## src/rtl/pitch_lag_decode.sv

```systemverilog
// Pitch lag decoder: turns an 8-bit absolute (subframe 0) or 5-bit relative (subframe 1) pitch index into T0/T0_frac.
// Optional bad_pitch output is enabled by defining PITCH_LAG_BAD_FLAG_EN.
module pitch_lag_decode (
  input  logic        clk,
  input  logic        reset,
  input  logic        start,
  input  logic        subframe,
  input  logic [15:0] index,
  input  logic [15:0] parity_sum,
  input  logic        bfi,
  output logic        done,
  output logic [15:0] T0,
  output logic [15:0] T0_frac
`ifdef PITCH_LAG_BAD_FLAG_EN
  ,
  output logic        bad_pitch
`endif
);

  localparam logic [2:0] S_IDLE  = 3'd0;
  localparam logic [2:0] S_CALC  = 3'd1;
  localparam logic [2:0] S_MULT  = 3'd2;
  localparam logic [2:0] S_FINAL = 3'd3;
  localparam logic [2:0] S_DONE  = 3'd4;

  localparam logic [15:0] LAG_MIN = 16'd20;
  localparam logic [15:0] LAG_MAX = 16'd143;

  // 16-bit two's-complement add/sub, saturating at the signed limits
  function automatic logic [15:0] sat_add(input logic [15:0] a, input logic [15:0] b);
    logic [16:0] s;
    s = {a[15], a} + {b[15], b};
    if (s[16] != s[15]) sat_add = s[16] ? 16'h8000 : 16'h7fff;
    else                sat_add = s[15:0];
  endfunction

  function automatic logic [15:0] sat_sub(input logic [15:0] a, input logic [15:0] b);
    logic [16:0] s;
    s = {a[15], a} - {b[15], b};
    if (s[16] != s[15]) sat_sub = s[16] ? 16'h8000 : 16'h7fff;
    else                sat_sub = s[15:0];
  endfunction

  logic [2:0]  state;
  logic        sub_r;
  logic        bad_r;
  logic [15:0] idx_r;
  logic [15:0] addend_r;
  logic [15:0] t0_min_r;
  logic [31:0] prod_r;
  logic [15:0] old_t0;

  logic [15:0] t0_min_next;
  logic [15:0] t0_lo;
  logic [15:0] t0_hi;
  logic [15:0] q;
  logic [15:0] i_val;
  logic [15:0] next_t0;
  logic [15:0] next_frac;
  logic [15:0] next_old;
  logic [15:0] three_x;
  logic        unused_bits;

  assign done        = (state == S_DONE);
  assign q           = prod_r[30:15];
  assign unused_bits = ^{index[15:8], parity_sum[15:1], prod_r[31], prod_r[14:0]};

  // Search window for the relative lag, centred on the previous T0 and kept inside [20,143]
  always_comb begin
    t0_lo = sat_sub(T0, 16'd5);
    if ($signed(t0_lo) < $signed(LAG_MIN)) t0_lo = LAG_MIN;
    t0_hi = sat_add(t0_lo, 16'd9);
    if ($signed(t0_hi) > $signed(LAG_MAX)) t0_lo = 16'd134;
    t0_min_next = t0_lo;
  end

  always_comb begin
    next_t0   = T0;
    next_frac = T0_frac;
    next_old  = old_t0;
    i_val     = sat_sub(q, 16'd1);
    three_x   = 16'd0;
    if (bad_r) begin
      next_t0   = old_t0;
      next_frac = 16'd0;
      next_old  = ($signed(old_t0) >= $signed(LAG_MAX)) ? LAG_MAX : sat_add(old_t0, 16'd1);
    end else begin
      if (!sub_r) begin
        if (idx_r >= 16'd197) begin
          next_t0   = sat_sub(idx_r, 16'd112);
          next_frac = 16'd0;
        end else begin
          next_t0   = sat_add(q, 16'd19);
          three_x   = sat_add(next_t0, sat_add(next_t0, next_t0));
          next_frac = sat_add(sat_sub(idx_r, three_x), 16'd58);
        end
      end else begin
        next_t0   = sat_add(i_val, t0_min_r);
        three_x   = sat_add(i_val, sat_add(i_val, i_val));
        next_frac = sat_sub(sat_sub(idx_r, 16'd2), three_x);
      end
      next_old = next_t0;
    end
  end

  // Results and old_T0 are committed only on leaving FINAL, so a reset earlier in the sequence leaves no trace
  always_ff @(posedge clk) begin
    if (!reset) begin
      state    <= S_IDLE;
      T0       <= 16'd0;
      T0_frac  <= 16'd0;
      old_t0   <= 16'd60;
      bad_r    <= 1'b0;
      sub_r    <= 1'b0;
      idx_r    <= 16'd0;
      addend_r <= 16'd0;
      t0_min_r <= 16'd0;
      prod_r   <= 32'd0;
`ifdef PITCH_LAG_BAD_FLAG_EN
      bad_pitch <= 1'b0;
`endif
    end else begin
      case (state)
        S_IDLE: begin
          if (start) begin
            sub_r <= subframe;
            idx_r <= subframe ? {11'd0, index[4:0]} : {8'd0, index[7:0]};
            bad_r <= bfi | (~subframe & parity_sum[0]);
            state <= S_CALC;
          end
        end
        S_CALC: begin
          addend_r <= sat_add(idx_r, 16'd2);
          t0_min_r <= t0_min_next;
          state    <= S_MULT;
        end
        S_MULT: begin
          prod_r <= {16'd0, addend_r} * 32'd10923;
          state  <= S_FINAL;
        end
        S_FINAL: begin
          T0      <= next_t0;
          T0_frac <= next_frac;
          old_t0  <= next_old;
`ifdef PITCH_LAG_BAD_FLAG_EN
          bad_pitch <= bad_r;
`endif
          state   <= S_DONE;
        end
        S_DONE:  state <= S_IDLE;
        default: state <= S_IDLE;
      endcase
    end
  end

endmodule

```

## config.mk

```make
export PLATFORM = sky130hd
export DESIGN_NAME = pitch_lag_decode
export DESIGN_NICKNAME = d
export VERILOG_FILES = /design/src/rtl/pitch_lag_decode.sv
export SDC_FILE = /design/constraint.sdc
export NUM_CORES = 1
export LEC_CHECK = 0
export BUFFER_PORTS_ARGS = -buffer_cell sky130_fd_sc_hd__buf_2
export CORE_MARGIN = 4
export CORE_UTILIZATION = 50
export CTS_CLUSTER_DIAMETER = 50
export CTS_CLUSTER_SIZE = 8
export DETAILED_ROUTE_END_ITERATION = 16
export GPL_ROUTABILITY_DRIVEN = 1
export PLACE_DENSITY_LB_ADDON = 0.12
export SYNTH_ARGS = -nofsm -noshare
export SYNTH_HDL_FRONTEND = slang
export SYNTH_SLANG_ARGS = --single-unit
```

## constraint.sdc

```tcl
create_clock -name clk -period 12.65 [get_ports clk]
set_input_delay 2.53 -clock clk [delete_from_list [all_inputs] [get_ports clk]]
set_output_delay 2.53 -clock clk [all_outputs]
set_load 0.02 [all_outputs]
```

==> load_flow_metrics.sql, run 1 <==
INSERT INTO impl_metrics (metric_group, metric, value, unit) VALUES
('run_status', 'status', 'complete, no violations', ''),
('drt', 'antenna_left', '0', ''),
('floorplanning', 'placeableCoreArea', '24200', 'um2'),
('floorplanning', 'floorplan.die.height', '165', 'um'),
('cells_and_area', 'antennaDiodeCount', '0', ''),
('critical_path', 'critPathSlowestCell', 'sky130_fd_sc_hd__nor2_1', ''),
('clocking', 'cts.htree.levels', '3', ''),
('clocking', 'clock_tree.root_cell', 'sky130_fd_sc_hd__clkbuf_16', ''),
('floorplanning', 'dieWidth', '165', 'um'),
('clocking', 'cts_post_setup_buffers_inserted', '0', ''),
('clocking', 'cts_tree', 'built', ''),
('clocking', 'cts-root-to-sink-buffers', '2', ''),
('flow_run', 'drv_cap', '0', ''),
('synthesis', 'synth_fp_nets', '1834', ''),
('drt', 'drtIter0Drc', '1092', ''),
('synthesis', 'synth_cell_types', '86', ''),
('synthesis', 'synthesis.area', '12300', 'um2'),
('grt', 'vias_in_the_first_global_route', '10760', ''),
('synthesis', 'post_synth_inst_count', '1598', ''),
('clocking', 'tritoncts.num_buffers', '9', ''),
('synthesis', 'synth_area_per_cell', '7.68', 'um2'),
('grt', 'global_route.usage.total', '0.256', ''),
('grt', 'antenna_found_initial', '1', ''),
('timing', 'slew_headroom', '0.284', ''),
('timing', 'finalSetupTns', '0', 'ns'),
('cells_and_area', 'leading_cell_type_in_the_layout_fill_and_taps_excluded', 'sky130_fd_sc_hd__ha_1', ''),
('synthesis', 'synth.largest_area_cell', 'sky130_fd_sc_hd__ha_1', ''),
('pwr', 'power_density', '262', 'nW/um2'),
('cells_and_area', 'most-common-layout-cells', 'sky130_fd_sc_hd__ha_1 (167), sky130_fd_sc_hd__nand2_1 (158), sky130_fd_sc_hd__o21ai_0 (132)', ''),
('timing', 'final_hold_viol_count', '0', ''),
('critical_path', 'critical_path.most_common_cell', 'sky130_fd_sc_hd__a21oi_1', ''),
('drt', 'finalWirelength', '34100', 'um'),
('synthesis', 'synth_top_area_frac', '0.170', ''),
('timing', 'layout_worst_path_cycle_share', '0.736', ''),
('timing', 'period_needed', '9.31', 'ns'),
('critical_path', 'cp.required', '12.91', 'ns'),
('critical_path', 'critPathLaunch', 'prod_r[15]', ''),
('timing', 'slew_viol_final', '0', ''),
('pwr', 'p_leak', '6.00', 'nW'),
('critical_path', 'cpPeakStageDelay', '0.61', 'ns'),
('clocking', 'clk_latency_worst_skew_pair', '0.37', 'ns'),
('synthesis', 'synth_sequential_area_ratio', '0.157', ''),
('grt', 'global_route_wire_length_before_repair', '56200', 'um'),
('synthesis', 'synthTopCellsByArea', 'sky130_fd_sc_hd__ha_1 (17%), sky130_fd_sc_hd__dfxtp_1 (16%), sky130_fd_sc_hd__o21ai_0 (5.4%), sky130_fd_sc_hd__fa_1 (5.2%), sky130_fd_sc_hd__nand2_1 (4.8%)', ''),
('floorplanning', 'std_cell_rows', '57', ''),
('cells_and_area', 'final_area', '13000', 'um2'),
('critical_path', 'critical_path_class', 'reg -> reg', ''),
('drt', 'post_drt_via_cell_ratio', '6.00', ''),
('drt', 'dr.pass1.iters', '5', ''),
('synthesis', 'synthArstFlopShare', '0', ''),
('clocking', 'clock_sinks', '96', ''),
('synthesis', 'yosysWarningCount', '0', ''),
('timing', 'fmax', '107', 'MHz'),
('cells_and_area', 'finalNetCount', '1830', ''),
('timing', 'setup_viol', '0', ''),
('placement', 'dpl_cell_area', '12700', 'um2'),
('pwr', 'ir_worst_vdd', '0.287', 'mV'),
('drt', 'detailroute.wirelength.met2', '14800', 'um'),
('critical_path', 'worstReg2RegStart', 'prod_r[15]', ''),
('clocking', 'ctsHoldBuffers', '0', ''),
('floorplanning', 'initial_utilization', '0.506', ''),
('drt', 'wl_met3', '1650', 'um'),
('synthesis', 'synth_edf_count', '0', ''),
('timing', 'postLayoutSetupSlackWorst', '3.34', 'ns'),
('critical_path', 'worstPathMaxFanout', '16', ''),
('synthesis', 'synth_flop_cell', 'sky130_fd_sc_hd__dfxtp_1', ''),
('drt', 'route.detailed.drc', '0', ''),
('timing', 'worst_clock_skew', '0.0200', 'ns'),
('cells_and_area', 'fillCellCount', '2431', ''),
('critical_path', 'worstPathArrival', '9.58', 'ns'),
('clocking', 'cts_resized', '0', '');
## where the power goes
group	internal (W)	leakage, nW	switching, W	total [W]
Clock	0.000146	0.157	0.000152	0.000298
Combinational	0.00112	5.07	0.00165	0.00277
Sequential	0.000322	0.778	0.0000287	0.000351
Total	0.00159	6.00	0.00183	0.00342
## worst paths after layout
check	end	slack [ns]	cells past startpoint
hold / removal	T0_frac[3]	0.44	2
setup reg to reg	T0_frac[4]	3.34	32
hold reg to reg	T0_frac[3]	0.44	2
setup / recovery	T0_frac[4]	3.34	32
## worst max-delay path: cells and delay by family, from the launching register on
family | cells | cell delay [ns]
AO/OA/AOI/OAI | 17 | 4.02
flip-flops | 1 | 0.45
AND/OR/NAND/NOR | 9 | 2.78
adder cells (fa/ha/maj) | 4 | 1.61
buffers and inverters | 2 | 0.35
## flip-flops by register name (all words and copies together) (netlist names), 3 cells and up
signal	count
T0_frac	16
addend_r	9
idx_r	8
T0	16
t0_min_r	16
prod_r	10
state	3
old_t0	16
## metrics by stage
stage	total power, W	utilization	hold slack (ns)	std cells
after floorplan	0.00251	-	0.432	1598
after global placement	0.00307	0.524	0.429	1907
after detailed placement	0.00309	0.524	0.435	1907
after CTS	0.00341	0.537	0.448	1923
after global routing	0.00378	0.537	0.483	1923
final	0.00342	0.537	0.445	1923
## logic make-up after synthesis
logic type	Yosys count	share of synthesized area
mux	7	0.00571
simple gates	490	0.199
fa+ha+maj	199	0.222
compound gates	504	0.277
flops	96	0.157
buf+inv	188	0.0587
xor+xnor	114	0.0813
## synthesized netlist by cell type, types with 15 or more instances
library cell               count
sky130_fd_sc_hd__inv_1       119
sky130_fd_sc_hd__o31ai_1      20
sky130_fd_sc_hd__fa_1         32
sky130_fd_sc_hd__o21a_1       22
sky130_fd_sc_hd__o21ai_0     132
sky130_fd_sc_hd__clkbuf_1     64
sky130_fd_sc_hd__nand2_1     158
sky130_fd_sc_hd__a211oi_1     17
sky130_fd_sc_hd__or3_1        15
sky130_fd_sc_hd__a21oi_1     110
sky130_fd_sc_hd__ha_1        167
sky130_fd_sc_hd__dfxtp_1      96
sky130_fd_sc_hd__o211ai_1     23
sky130_fd_sc_hd__nor3_1       44
sky130_fd_sc_hd__xnor2_1      64
sky130_fd_sc_hd__a21boi_0     20
sky130_fd_sc_hd__nand3_1      33
sky130_fd_sc_hd__nor2b_1      17
sky130_fd_sc_hd__nor2_1       95
sky130_fd_sc_hd__a21o_1       23
sky130_fd_sc_hd__and2_1       21
sky130_fd_sc_hd__xor2_1       50
sky130_fd_sc_hd__nand2b_1     16
## metal layers
metal / GRT usage / vias up
met1: 0.388 / 5440
met2: 0.386 / 269
met5: 0 / -
met3: 0.0312 / 39
li1: - / 5796
met4: 0.0578 / 0
## final cells by class
cell class                      instances  area, um2  share of cell area
Sequential cell                        96       1920               0.147
Multi-Input combinational cell       1314       9640               0.740
Tap cell                              324        405              0.0311
Inverter                              119        447              0.0343
Timing Repair Buffer                   54        290              0.0223
Clock inverter                          7       98.8             0.00759
Clock buffer                            9        225              0.0173
No activity file was read; power rests on OpenSTA's default activity.
==> inputs of run 2 (changes only) <==
==> constraint.sdc (replaced) <==
create_clock -name clk -period 8.6 [get_ports clk]
set_input_delay 1.72 -clock clk [delete_from_list [all_inputs] [get_ports clk]]
set_output_delay 1.72 -clock clk [all_outputs]
set_load 0.02 [all_outputs]
==> load_flow_metrics.sql, run 2 (synthesized netlist as in run 1, its figures left out) <==
INSERT INTO impl_metrics (metric_group, metric, value, unit) VALUES
('run_status', 'status', 'complete, no violations', ''),
('grt', 'global_route.overflow_total', '0', ''),
('cells_and_area', 'area_growth_syn_to_layout', '6.89', '%'),
('critical_path', 'kind_of_capture_point_of_the_worst_setup_path', 'flop', ''),
('drt', 'vias', '11634', ''),
('drt', 'finalWirelength', '34400', 'um'),
('floorplanning', 'ios', '70', ''),
('clocking', 'clk_latency_worst_skew_pair', '0.38', 'ns'),
('cells_and_area', 'register_area', '1920', 'um2'),
('clocking', 'tritoncts.num_buffers', '9', ''),
('floorplanning', 'std_cell_rows', '57', ''),
('floorplanning', 'dieWidth', '165', 'um'),
('cells_and_area', 'most-common-layout-cells', 'sky130_fd_sc_hd__ha_1 (166), sky130_fd_sc_hd__nand2_1 (157), sky130_fd_sc_hd__o21ai_0 (132)', ''),
('clocking', 'clock_tree.root_cell', 'sky130_fd_sc_hd__clkbuf_16', ''),
('placement', 'finalWeightedCongestion', '0.910', ''),
('critical_path', 'critical_path.most_common_cell', 'sky130_fd_sc_hd__a21oi_1', ''),
('timing', 'fin_hold_ws', '0.446', 'ns'),
('timing', 'worst_slew_pin_slew', '1.05', 'ns'),
('timing', 'postLayoutSetupSlackWorst', '0.636', 'ns'),
('critical_path', 'worstPathMaxFanout', '16', ''),
('pwr', 'p_leak', '6.05', 'nW'),
('worst_hold_path', 'hold_path.class', 'reg -> reg', ''),
('cells_and_area', 'fillCellCount', '2439', ''),
('critical_path', 'critical_path_class', 'reg -> reg', ''),
('critical_path', 'path_delay_family', 'compound AO/OA/AOI/OAI gates', ''),
('placement', 'dp_hpwl', '27600', 'um'),
('timing', 'final_hold_viol_count', '0', ''),
('critical_path', 'r2r_slack', '0.64', 'ns'),
('worst_hold_path', 'worstHoldStart', 'T0_frac[3]', ''),
('timing', 'worst_clock_skew', '0.0243', 'ns'),
('critical_path', 'timing.critical_path.from_type', 'flop', ''),
('grt', 'global_route_wire_length_before_repair', '55800', 'um'),
('cells_and_area', 'finalNetCount', '1839', ''),
('drt', 'dr.pass1.iters', '5', ''),
('clocking', 'cts-root-to-sink-buffers', '2', ''),
('timing', 'slew_viol_final', '0', ''),
('clocking', 'cts.htree.levels', '3', ''),
('clocking', 'clock_sinks', '96', ''),
('drt', 'route.detailed.wl_per_inst', '17.8', 'um'),
('critical_path', 'worstPathArrival', '8.28', 'ns'),
('critical_path', 'cpPeakStageDelay', '0.51', 'ns'),
('cells_and_area', 'leading_cell_type_in_the_layout_fill_and_taps_excluded', 'sky130_fd_sc_hd__ha_1', ''),
('critical_path', 'cp.required', '8.91', 'ns'),
('placement', 'detailedPlace.worstSlack', '0.302', 'ns'),
('floorplanning', 'overall_die_area', '27100', 'um2'),
('floorplanning', 'placeableCoreArea', '24200', 'um2'),
('timing', 'period_needed', '7.96', 'ns'),
('grt', 'vias_in_the_first_global_route', '10663', ''),
('pwr', 'power_density', '390', 'nW/um2'),
('timing', 'finalSetupTns', '0', 'ns'),
('grt', 'global_route.usage.total', '0.255', ''),
('flow_run', 'drv_cap', '0', ''),
('placement', 'port-buffer-count', '46', ''),
('timing', 'setup_viol', '0', ''),
('floorplanning', 'initial_utilization', '0.506', ''),
('timing', 'unrepaired_setup_endpoints_after_global_routing', 'false', ''),
('clocking', 'cts_tree', 'built', ''),
('critical_path', 'worstReg2RegStart', 'prod_r[15]', ''),
('cells_and_area', 'final_layout_size_suffix_gt1_frac', '0.0771', ''),
('cells_and_area', 'multi_input_area', '9670', 'um2'),
('cells_and_area', 'antennaDiodeCount', '0', ''),
('timing', 'layout_worst_path_cycle_share', '0.926', ''),
('timing', 'slew_headroom', '0.295', ''),
('critical_path', 'critPathSlowestCell', 'sky130_fd_sc_hd__or4_1', ''),
('pwr', 'ir_worst_vdd', '0.460', 'mV'),
('clocking', 'worst_setup_hold_path_clk_slew', '0.08', 'ns'),
('drt', 'antenna_left', '0', ''),
('floorplanning', 'floorplan.die.height', '165', 'um'),
('critical_path', 'worst-path-buf-inv', '2', ''),
('drt', 'drtIter0Drc', '1112', ''),
('grt', 'grt_start_max_net_pins', '79', ''),
('critical_path', 'critPathLaunch', 'prod_r[15]', ''),
('drt', 'route.detailed.drc', '0', ''),
('grt', 'antenna_found_initial', '0', ''),
('timing', 'fmax', '126', 'MHz'),
('clocking', 'cts_post_setup_buffers_inserted', '0', ''),
('cells_and_area', 'final_core_utilization', '0.541', ''),
('drt', 'post_drt_via_cell_ratio', '6.02', '');
## run 2: cell types whose count changed in the layout (fill, tap and decap cells not counted), moves of 2 or more
cell | before | now
sky130_fd_sc_hd__buf_4 | 8 | 17
sky130_fd_sc_hd__inv_1 | 119 | 117
sky130_fd_sc_hd__inv_2 | 0 | 2
sky130_fd_sc_hd__inv_6 | 0 | 2
sky130_fd_sc_hd__inv_8 | 3 | 1
## run 2: layer usage
| metal | vias up | global-route usage | wire, um |
|---|---|---|---|
| li1 | 5813 | - | - |
| met1 | 5484 | 0.388 | 17000 |
| met2 | 310 | 0.391 | 15000 |
| met3 | 27 | 0.0260 | 1850 |
| met4 | 0 | 0.0476 | 436 |
| met5 | - | 0 | 0 |
## run 2: worst paths after layout
path | to | cells past startpoint
worst min-delay path | T0_frac[3] | 2
worst min register to register | T0_frac[3] | 2
worst max-delay path | T0_frac[8] | 33
worst max register to register | T0_frac[8] | 33
## run 2: area by class of cell
| cell class | instances | area share |
|---|---|---|
| multi-input combinational | 1314 | 0.737 |
| sequential | 96 | 0.146 |
| inverter | 119 | 0.0340 |
| tap | 324 | 0.0309 |
| timing repair buffer | 63 | 0.0273 |
| clock buffer | 9 | 0.0172 |
| clock inverter | 7 | 0.00715 |
## run 2: tightest hold or removal path, stage by stage (launching register included)
cell and delay, ns:
sky130_fd_sc_hd__dfxtp_1 0.31, sky130_fd_sc_hd__nand2_1 0.05, sky130_fd_sc_hd__nand2_1 0.04
## run 2: metrics by stage
step | power (W) | area, um2 | std cells
after floorplan | 0.00370 | 12300 | 1598
after global placement | 0.00459 | 12800 | 1916
after detailed placement | 0.00461 | 12800 | 1916
after CTS | 0.00507 | 13100 | 1932
after global routing | 0.00566 | 13100 | 1932
final | 0.00512 | 13100 | 1932
## run 2: report_power, final
| group | internal [W] | switching [W] | leakage, nW | total, W |
|---|---|---|---|---|
| combinational | 0.00171 | 0.00247 | 5.12 | 0.00418 |
| clock | 0.000212 | 0.000220 | 0.154 | 0.000432 |
| sequential | 0.000474 | 0.0000405 | 0.778 | 0.000514 |
| total | 0.00239 | 0.00273 | 6.05 | 0.00512 |
## run 2: what timing repair did
item / 4_1_cts / 5_1_grt
setup endpoints to repair: 0 / 16
gates resized for setup: 0 / 10
hold buffers: 0 / 0
hold endpoints to repair: 0 / 0
